--- src/rtl/mem_port_arbiter_pkg.sv ---
// mem_arb_pkg: state encoding and default sizes shared by the mem_port_arbiter slice
package mem_arb_pkg;
    typedef enum logic [1:0] {IDLE, ISSUE, CAPTURE} state_t;
    localparam int DEF_ADDR_W = 3;
    localparam int DEF_DATA_W = 3;
    localparam int DEF_MEM_DEPTH = 2;
    localparam int MAX_NUM_REQ = 4;
endpackage

--- src/rtl/mem_port_arbiter_if.sv ---
// mem_port_arbiter_if: requester handshake and memory port bundle; slave is the arbiter side
interface mem_port_arbiter_if
    import mem_arb_pkg::*;
#(
    parameter int NUM_REQ = 2,
    parameter int ADDR_W = DEF_ADDR_W,
    parameter int DATA_W = DEF_DATA_W
);
    logic [NUM_REQ-1:0] req;
    logic [NUM_REQ-1:0] req_we;
    logic [NUM_REQ*ADDR_W-1:0] req_addr;
    logic [NUM_REQ*DATA_W-1:0] req_wdata;
    logic [NUM_REQ-1:0] gnt;
    logic [NUM_REQ-1:0] done;
    logic [DATA_W-1:0] rdata;
    logic err;
    logic busy;
    logic m_wr_en;
    logic [ADDR_W-1:0] mem_addr;
    logic [DATA_W-1:0] mem_wr_data;
    logic [DATA_W-1:0] mem_rd_data;
    modport master (
        output req, req_we, req_addr, req_wdata, mem_rd_data,
        input gnt, done, rdata, err, busy, m_wr_en, mem_addr, mem_wr_data
    );
    modport slave (
        input req, req_we, req_addr, req_wdata, mem_rd_data,
        output gnt, done, rdata, err, busy, m_wr_en, mem_addr, mem_wr_data
    );
endinterface

--- src/rtl/mem_port_arbiter_rr_picker.sv ---
// rr_picker: combinational round-robin winner, first set request after last_owner with wrap
module rr_picker #(
    parameter int NUM_REQ = 2,
    parameter int IW = $clog2(NUM_REQ)
) (
    input  logic [NUM_REQ-1:0] req_i,
    input  logic [IW-1:0]      last_owner_i,
    output logic [NUM_REQ-1:0] win_o,
    output logic               valid_o
);
    logic [NUM_REQ-1:0] mask;
    logic [NUM_REQ-1:0] hi;
    logic [NUM_REQ-1:0] pick;
    for (genvar g = 0; g < NUM_REQ; g++) begin : g_mask
        assign mask[g] = IW'(g) > last_owner_i;
    end
    assign hi = req_i & mask;
    assign pick = (|hi) ? hi : req_i;
    assign win_o = pick & (-pick);
    assign valid_o = |req_i;
endmodule

--- src/rtl/mem_port_arbiter.sv ---
// mem_port_arbiter: round-robin sequencer sharing one registered-read memory port; MEM_PORT_ARBITER_BOUNDS_CHECK_EN blocks out-of-range accesses
module mem_port_arbiter
    import mem_arb_pkg::*;
#(
    parameter int NUM_REQ = 2,
    parameter int ADDR_W = DEF_ADDR_W,
    parameter int DATA_W = DEF_DATA_W,
    parameter int MEM_DEPTH = DEF_MEM_DEPTH
) (
    input logic clk,
    input logic rst,
    mem_port_arbiter_if.slave bus
);
    localparam int IW = $clog2(NUM_REQ);
`ifdef MEM_PORT_ARBITER_BOUNDS_CHECK_EN
    localparam bit BOUNDS_EN = 1'b1;
`else
    localparam bit BOUNDS_EN = 1'b0;
`endif
    state_t state_q, state_d;
    logic [NUM_REQ-1:0] owner_q, owner_d, win;
    logic [IW-1:0] last_q, last_d, owner_idx;
    logic we_q, we_d, oob_q, oob_d, win_valid, sel_we, sel_oob;
    logic [ADDR_W-1:0] mem_addr_q, mem_addr_d, sel_addr;
    logic [DATA_W-1:0] mem_wr_data_q, mem_wr_data_d, sel_wdata;
    logic [DATA_W-1:0] rdata_q, rdata_d, rdata_now;

    rr_picker #(.NUM_REQ(NUM_REQ), .IW(IW)) u_picker (
        .req_i(bus.req),
        .last_owner_i(last_q),
        .win_o(win),
        .valid_o(win_valid)
    );

    // Select the winner's fields and encode the current owner as an index
    always_comb begin
        sel_addr = '0;
        sel_wdata = '0;
        owner_idx = '0;
        for (int i = 0; i < NUM_REQ; i++) begin
            if (win[i]) begin
                sel_addr = bus.req_addr[i*ADDR_W +: ADDR_W];
                sel_wdata = bus.req_wdata[i*DATA_W +: DATA_W];
            end
            if (owner_q[i]) owner_idx = IW'(i);
        end
    end

    assign sel_we = |(bus.req_we & win);
    assign sel_oob = BOUNDS_EN && (32'(sel_addr) >= MEM_DEPTH);

    // Next state and latched access fields; blocked accesses keep the old address
    always_comb begin
        state_d = state_q;
        owner_d = owner_q;
        last_d = last_q;
        we_d = we_q;
        oob_d = oob_q;
        mem_addr_d = mem_addr_q;
        mem_wr_data_d = mem_wr_data_q;
        rdata_d = rdata_q;
        rdata_now = oob_q ? '0 : bus.mem_rd_data;
        case (state_q)
            IDLE: if (win_valid) begin
                state_d = ISSUE;
                owner_d = win;
                we_d = sel_we;
                oob_d = sel_oob;
                mem_addr_d = sel_oob ? mem_addr_q : sel_addr;
                mem_wr_data_d = sel_wdata;
            end
            ISSUE: state_d = CAPTURE;
            CAPTURE: begin
                state_d = IDLE;
                rdata_d = rdata_now;
                last_d = owner_idx;
            end
            default: state_d = IDLE;
        endcase
    end

    assign bus.gnt = (state_q != IDLE) ? owner_q : '0;
    assign bus.done = (state_q == CAPTURE) ? owner_q : '0;
    assign bus.rdata = (state_q == CAPTURE) ? rdata_now : rdata_q;
    assign bus.err = (state_q == CAPTURE) && oob_q;
    assign bus.busy = state_q != IDLE;
    assign bus.m_wr_en = (state_q == ISSUE) && we_q && !oob_q;
    assign bus.mem_addr = mem_addr_q;
    assign bus.mem_wr_data = mem_wr_data_q;

    // State and access registers; requester 0 wins first after reset
    always_ff @(posedge clk) begin
        if (rst) begin
            state_q <= IDLE;
            owner_q <= '0;
            last_q <= IW'(NUM_REQ - 1);
            we_q <= 1'b0;
            oob_q <= 1'b0;
            mem_addr_q <= '0;
            mem_wr_data_q <= '0;
            rdata_q <= '0;
        end else begin
            state_q <= state_d;
            owner_q <= owner_d;
            last_q <= last_d;
            we_q <= we_d;
            oob_q <= oob_d;
            mem_addr_q <= mem_addr_d;
            mem_wr_data_q <= mem_wr_data_d;
            rdata_q <= rdata_d;
        end
    end
endmodule

--- src/flat_wrapper.sv ---
// flat-port wrapper written by rule: the top's interface ports become plain ports
module mem_port_arbiter_flat import mem_arb_pkg::*;
#(
    parameter int NUM_REQ = 2,
    parameter int ADDR_W = DEF_ADDR_W,
    parameter int DATA_W = DEF_DATA_W,
    parameter int MEM_DEPTH = DEF_MEM_DEPTH
)
  (clk, rst, bus_req, bus_req_we, bus_req_addr, bus_req_wdata, bus_mem_rd_data, bus_gnt, bus_done, bus_rdata, bus_err, bus_busy, bus_m_wr_en, bus_mem_addr, bus_mem_wr_data);
  mem_port_arbiter_if #(.NUM_REQ(NUM_REQ), .ADDR_W(ADDR_W), .DATA_W(DATA_W)) bus_i ();
  input logic clk;
  input logic rst;
  input wire logic [$bits(bus_i.req)-1:0] bus_req;
  input wire logic [$bits(bus_i.req_we)-1:0] bus_req_we;
  input wire logic [$bits(bus_i.req_addr)-1:0] bus_req_addr;
  input wire logic [$bits(bus_i.req_wdata)-1:0] bus_req_wdata;
  input wire logic [$bits(bus_i.mem_rd_data)-1:0] bus_mem_rd_data;
  output wire logic [$bits(bus_i.gnt)-1:0] bus_gnt;
  output wire logic [$bits(bus_i.done)-1:0] bus_done;
  output wire logic [$bits(bus_i.rdata)-1:0] bus_rdata;
  output wire logic [$bits(bus_i.err)-1:0] bus_err;
  output wire logic [$bits(bus_i.busy)-1:0] bus_busy;
  output wire logic [$bits(bus_i.m_wr_en)-1:0] bus_m_wr_en;
  output wire logic [$bits(bus_i.mem_addr)-1:0] bus_mem_addr;
  output wire logic [$bits(bus_i.mem_wr_data)-1:0] bus_mem_wr_data;
  assign bus_i.req = bus_req;
  assign bus_i.req_we = bus_req_we;
  assign bus_i.req_addr = bus_req_addr;
  assign bus_i.req_wdata = bus_req_wdata;
  assign bus_i.mem_rd_data = bus_mem_rd_data;
  assign bus_gnt = bus_i.gnt;
  assign bus_done = bus_i.done;
  assign bus_rdata = bus_i.rdata;
  assign bus_err = bus_i.err;
  assign bus_busy = bus_i.busy;
  assign bus_m_wr_en = bus_i.m_wr_en;
  assign bus_mem_addr = bus_i.mem_addr;
  assign bus_mem_wr_data = bus_i.mem_wr_data;
  mem_port_arbiter #(.NUM_REQ(NUM_REQ), .ADDR_W(ADDR_W), .DATA_W(DATA_W), .MEM_DEPTH(MEM_DEPTH)) u_core (.clk(clk), .rst(rst), .bus(bus_i));
endmodule
--- config.mk ---
export PLATFORM = sky130hd
export DESIGN_NAME = mem_port_arbiter_flat
export DESIGN_NICKNAME = d
export VERILOG_FILES = /design/src/rtl/mem_port_arbiter_pkg.sv /design/src/rtl/mem_port_arbiter_if.sv /design/src/rtl/mem_port_arbiter_rr_picker.sv /design/src/rtl/mem_port_arbiter.sv /design/src/flat_wrapper.sv
export SDC_FILE = /design/constraint.sdc
export NUM_CORES = 1
export LEC_CHECK = 0
export CORE_ASPECT_RATIO = 1.75
export CORE_MARGIN = 3
export CORE_UTILIZATION = 30
export DETAILED_ROUTE_END_ITERATION = 6
export PLACE_DENSITY = 0.67
export SLEW_MARGIN = 30
export SYNTH_ARGS = -nofsm -noshare
export SYNTH_HDL_FRONTEND = slang
export SYNTH_SLANG_ARGS = --single-unit
--- constraint.sdc ---
create_clock -name clk -period 2.55 [get_ports clk]
set_input_delay 0.51 -clock clk [delete_from_list [all_inputs] [get_ports clk]]
set_output_delay 0.51 -clock clk [all_outputs]
set_load 0.05 [all_outputs]
# Word level (Yosys, flattened, before mapping)
# Index checks and enable logic that the tools add are counted.
# classes
add_sub_neg	1
multipliers	0
n_div	0
n_lt_le_gt_ge	2
n_eq_ne	3
shift	0
mux	11
bitwise_logic	3
n_reduce_logical	7
# ops
cell	n
2-to-1 mux 3 bit	5
2-to-1 mux 2 bit	4
AND 2 bit	3
OR reduction 2 bit	3
one-hot mux 2 bit (2 select lines)	1
equality test 2 x 1 -> 1 bit, second input constant	1
equality test 2 bit, second input constant	1
> comparator 1 bit, first input constant	2
zero test 2 bit	1
!= test 2 bit, second input constant	1
negator 2 bit	1
AND reduction 2 bit	1
nonzero test 2 bit	1
logical AND 1 bit	1
2-to-1 mux 1 bit	1
# totals
register_bits	15
latch_bits	0
mem_bits_rw	0
rom_bits	0
inputBits	21
output_inout_bits	16
elab_cells	34
memories	0

# Logic depth before layout (Yosys ltp)
# depth
word_depth	8
depth_mapped	5
mapped_depth_nobuf	3

# Cells and area by module
# From an unflattened synthesis, not the netlist that was laid out.
# hier_totals
cells_unflattened	71
area_unflattened_um2	706.9
# by_module_without_submodules
mod	instances	cells_per_inst	area_per_inst_um2	seq_area_each_um2
mem_port_arbiter	1	67	681.9	300.3
rr_picker	1	4	25.0	0.0

# Worst setup path before layout
# No wires, ideal clock.
# synth_path
kind	flip-flop to output port
start	register u_core.state_q[0]
end	output port bus_gnt[0]
arrival_ns	1.359
required_time_ns	2.040
setup_slack_ns	0.681
stages_incl_launch_ff	4
path_buffers	1
path_cell_list	dfxtp_1 > nor2_2 > buf_2 > nor2b_1
# synth_via
elab_chain_len	2
# synth_rtl
element	line	text
from (decl)	mem_port_arbiter.sv:20	state_t state_q, state_d;
from (signal assigned)	mem_port_arbiter.sv:103	state_q <= state_d;
nonzero test 2 bit	mem_port_arbiter.sv:82	assign bus.gnt = (state_q != IDLE) ? owner_q : '0;
2-to-1 mux 2 bit	mem_port_arbiter.sv:82	
to (decl)	flat_wrapper.sv:18	output wire logic [$bits(bus_i.gnt)-1:0] bus_gnt;
# No other way between the ends.

# Worst setup path after layout
# layout_path
start	register u_core.state_q[1]
end	output port bus_done[1]
# layout_via
elab_chain_len	2
# layout_rtl
element	line	text
equality test 2 bit	mem_port_arbiter.sv:83	assign bus.done = (state_q == CAPTURE) ? owner_q : '0;
2-to-1 mux 2 bit	mem_port_arbiter.sv:83	
to (decl)	flat_wrapper.sv:19	output wire logic [$bits(bus_i.done)-1:0] bus_done;
# No other way between the ends.

==> results.sh <==
export IMPL_worstHoldPathType="reg -> reg"
export IMPL_drt_antenna_violating_nets=0
export IMPL_synthToLayoutAreaGrowth_pct=51.9
export IMPL_start_util_pct=31.9
export IMPL_max_stage_delay_ns=0.80
export IMPL_critPathLaunchType="flop"
export IMPL_cts_resized=0
export IMPL_final_cell_mix="32 x clkdlybuf4s50_1, 15 x dfxtp_1, 8 x a21oi_1"
export IMPL_period_share_pct=93.2
export IMPL_reg2reg_depth=4
export IMPL_setup_tns_ns=0
export IMPL_p_seq_share_pct=39.1
export IMPL_cts_buffer_depth=2
export IMPL_syn_inst=73
export IMPL_swShare_pct=32.7
export IMPL_intPower_w=0.000459
export IMPL_htree_levels=1
export IMPL_wl_mm=1.98
export IMPL_crit_path_end_kind="output port"
export IMPL_hold_buffers=0
export IMPL_hpwlAfterDp_mm=1.51
export IMPL_netlist_area_um2=744
export IMPL_grt_antenna_before_repair=0
export IMPL_crit_chain="nor2b_4 > and2_1 > clkdlybuf4s50_1"
export IMPL_synth_warnings=0
export IMPL_die_y_um=71.9
export IMPL_seq_area_frac_synth_pct=40.3
export IMPL_rrSetupSlack_ns=1.17
export IMPL_place_area_um2=1090
export IMPL_drt_pass1_iterations=4
export IMPL_n_antenna_cell=0
export IMPL_placementRows=23
export IMPL_cts_tree="yes"
export IMPL_synth_cell_types=29
export IMPL_numClockSinks=15
export IMPL_final_common_cell="clkdlybuf4s50_1"
export IMPL_fp_dieArea_um2=3140
export IMPL_routed_via_density=5.09
export IMPL_place_port_buffers=35
export IMPL_grt_max_degree=12
export IMPL_reg2reg_to="u_core.we_q"
export IMPL_timing_fmax_mhz=421
export IMPL_crit_start="u_core.state_q[1]"
export IMPL_synth_seq_cells=15
export IMPL_insertion_delay_ns=0.25
export IMPL_crit_fanout=6
export IMPL_clockPowerShare_pct=29.0
export IMPL_grt_pass1_vias=744
export IMPL_avgSynthCellArea_um2=10.2
export IMPL_total_leakage_power_nw=0.423
export IMPL_cpMaxStageDelayCell="clkdlybuf4s50_1"
export IMPL_clock_skew_ns=0.00606
export IMPL_required_ns=2.04
export IMPL_core_area_um2=2330
export IMPL_vias=672
export IMPL_endpoint="bus_done[1]"
export IMPL_pin_count=37
export IMPL_cts_buffers=3
export IMPL_grt_overflow=0
export IMPL_fin_area_um2=1130
export IMPL_routabilityCongestion=0.729
export IMPL_drtIter0Drc=17
export IMPL_p_per_area_nw_per_um2=604
export IMPL_drive_above_1_share_pct=20.6
export IMPL_rr_startpoint="u_core.state_q[0]"
export IMPL_finalSetupViolations=0
export IMPL_root_buffer="clkbuf_8"
export IMPL_synth_nets=94
export IMPL_drv_cap=0
export IMPL_finalNetCount=129
export IMPL_clkTransAtPathRegs_ns=0.06
export IMPL_die_w_um=43.7
export IMPL_fillers=231
export IMPL_wl_per_cell_um=15.0
export IMPL_rsz0062_at_grt="no"
export IMPL_power_switching_w=0.000223
export IMPL_vdd_drop_max_uv=348
export IMPL_cts_setup_buffers=0
export IMPL_crit_arrival_ns=1.87
export IMPL_post_route_min_period_ns=2.38
export IMPL_drv_slew=0
export IMPL_finalHoldViolCount=0
export IMPL_grt_use_total_pct=14.3
export IMPL_slew_limit_headroom_pct=65.9
export IMPL_grt_pass1_wl_mm=3.42
export IMPL_status="complete, no violations"
export IMPL_drcViolationCount=0
export IMPL_comb_power_share_pct=31.8
export IMPL_tightest_slew_ns=0.510
export IMPL_path_class="reg -> out"
## worst min path at each step
| stage | start | end | cells after the start |
|---|---|---|---|
| after floorplan | u_core.we_q | u_core.we_q | 1 |
| after global placement | u_core.bus.mem_wr_data[2] | u_core.bus.mem_wr_data[2] | 1 |
| after detailed placement | u_core.bus.mem_wr_data[2] | u_core.bus.mem_wr_data[2] | 1 |
| after CTS | u_core.bus.mem_wr_data[2] | u_core.bus.mem_wr_data[2] | 1 |
| after global routing | u_core.we_q | u_core.we_q | 1 |
| final | u_core.we_q | u_core.we_q | 1 |
## cell usage after synthesis
| cell | number | area (um2) |
|---|---|---|
| or3_1 | 1 | 6.26 |
| a32oi_1 | 5 | 43.8 |
| nor2_2 | 1 | 6.26 |
| a211oi_2 | 5 | 62.6 |
| a21oi_1 | 8 | 40.0 |
| conb_1 | 1 | 3.75 |
| nand2b_1 | 1 | 6.26 |
| nor2b_1 | 7 | 43.8 |
| or2_1 | 1 | 6.26 |
| dfxtp_1 | 15 | 300 |
| nor2b_4 | 1 | 13.8 |
| and2_4 | 1 | 8.76 |
| inv_1 | 1 | 3.75 |
| and2_1 | 3 | 18.8 |
| buf_1 | 1 | 3.75 |
| and3b_1 | 1 | 8.76 |
| nor3_1 | 1 | 5.00 |
| a21boi_2 | 1 | 11.3 |
| buf_2 | 2 | 10.0 |
| nand2_1 | 1 | 3.75 |
| and4_1 | 2 | 17.5 |
| a221o_1 | 2 | 20.0 |
| nand3_1 | 1 | 5.00 |
| buf_4 | 1 | 7.51 |
| nor3b_1 | 1 | 7.51 |
| a21bo_2 | 2 | 20.0 |
| mux2_2 | 3 | 33.8 |
| buf_6 | 2 | 22.5 |
| clkbuf_1 | 1 | 3.75 |
## flip-flops by register name (all words and copies together) (netlist names)
signal                  count
u_core.bus.mem_wr_data      3
u_core.state_q              2
u_core.rdata_q              3
u_core.last_q               1
u_core.bus.mem_addr         3
u_core.owner_q              2
u_core.we_q                 1
## final cells by class
class,count,area (um2),area share [%]
Sequential cell,15,300,26.5
Multi-Input combinational cell,50,393,34.7
Clock buffer,4,45.0,3.98
Timing Repair Buffer,37,358,31.6
Inverter,1,3.75,0.332
Tap cell,25,31.3,2.77
## logic make-up after synthesis
family	Yosys count	synth area share, %
AO/OA/AOI/OAI	23	26.6
flip-flops	15	40.3
buffers and inverters	8	6.89
AND/OR/NAND/NOR	23	21.2
multiplexers	3	4.54
other	1	0.504
## stage by stage
| stage | worst slack [ns] | hold slack [ns] | instances | total power, W | utilization [%] |
|---|---|---|---|---|---|
| final | 0.174 | 0.511 | 132 | 0.000683 | 48.5 |
| after global routing | 0.0956 | 0.539 | 132 | 0.000721 | 48.5 |
| after CTS | 0.156 | 0.510 | 132 | 0.000690 | 48.5 |
| after detailed placement | 0.437 | 0.495 | 128 | 0.000490 | 46.6 |
| after global placement | 0.476 | 0.469 | 128 | 0.000487 | 46.6 |
| after floorplan | 0.681 | 0.447 | 73 | 0.000415 | - |
## critical path: cells and delay by family, from the launching register on
family                 cells  cell delay [ns]
flip-flops                 1             0.40
buffers and inverters      1             0.80
AND/OR/NAND/NOR            2             0.41
## power by group through the flow
stage,combinational [W],sequential [W],clock [W]
5_1_grt,0.000234,0.000269,0.000218
2_1_floorplan,0.000108,0.000306,0
3_3_place_gp,0.000215,0.000272,0
4_1_cts,0.000219,0.000267,0.000203
3_5_place_dp,0.000218,0.000272,0
6_report,0.000217,0.000267,0.000198
## layer usage
layer	global-route usage, %	vias up	part of all wire [%]
li1	-	337	-
met1	16.4	309	38
met2	24.0	23	54
met3	3.72	3	5.9
met4	6.38	0	1.6
met5	0	-	0
Note: power is estimated with default switching activity, not from simulation.
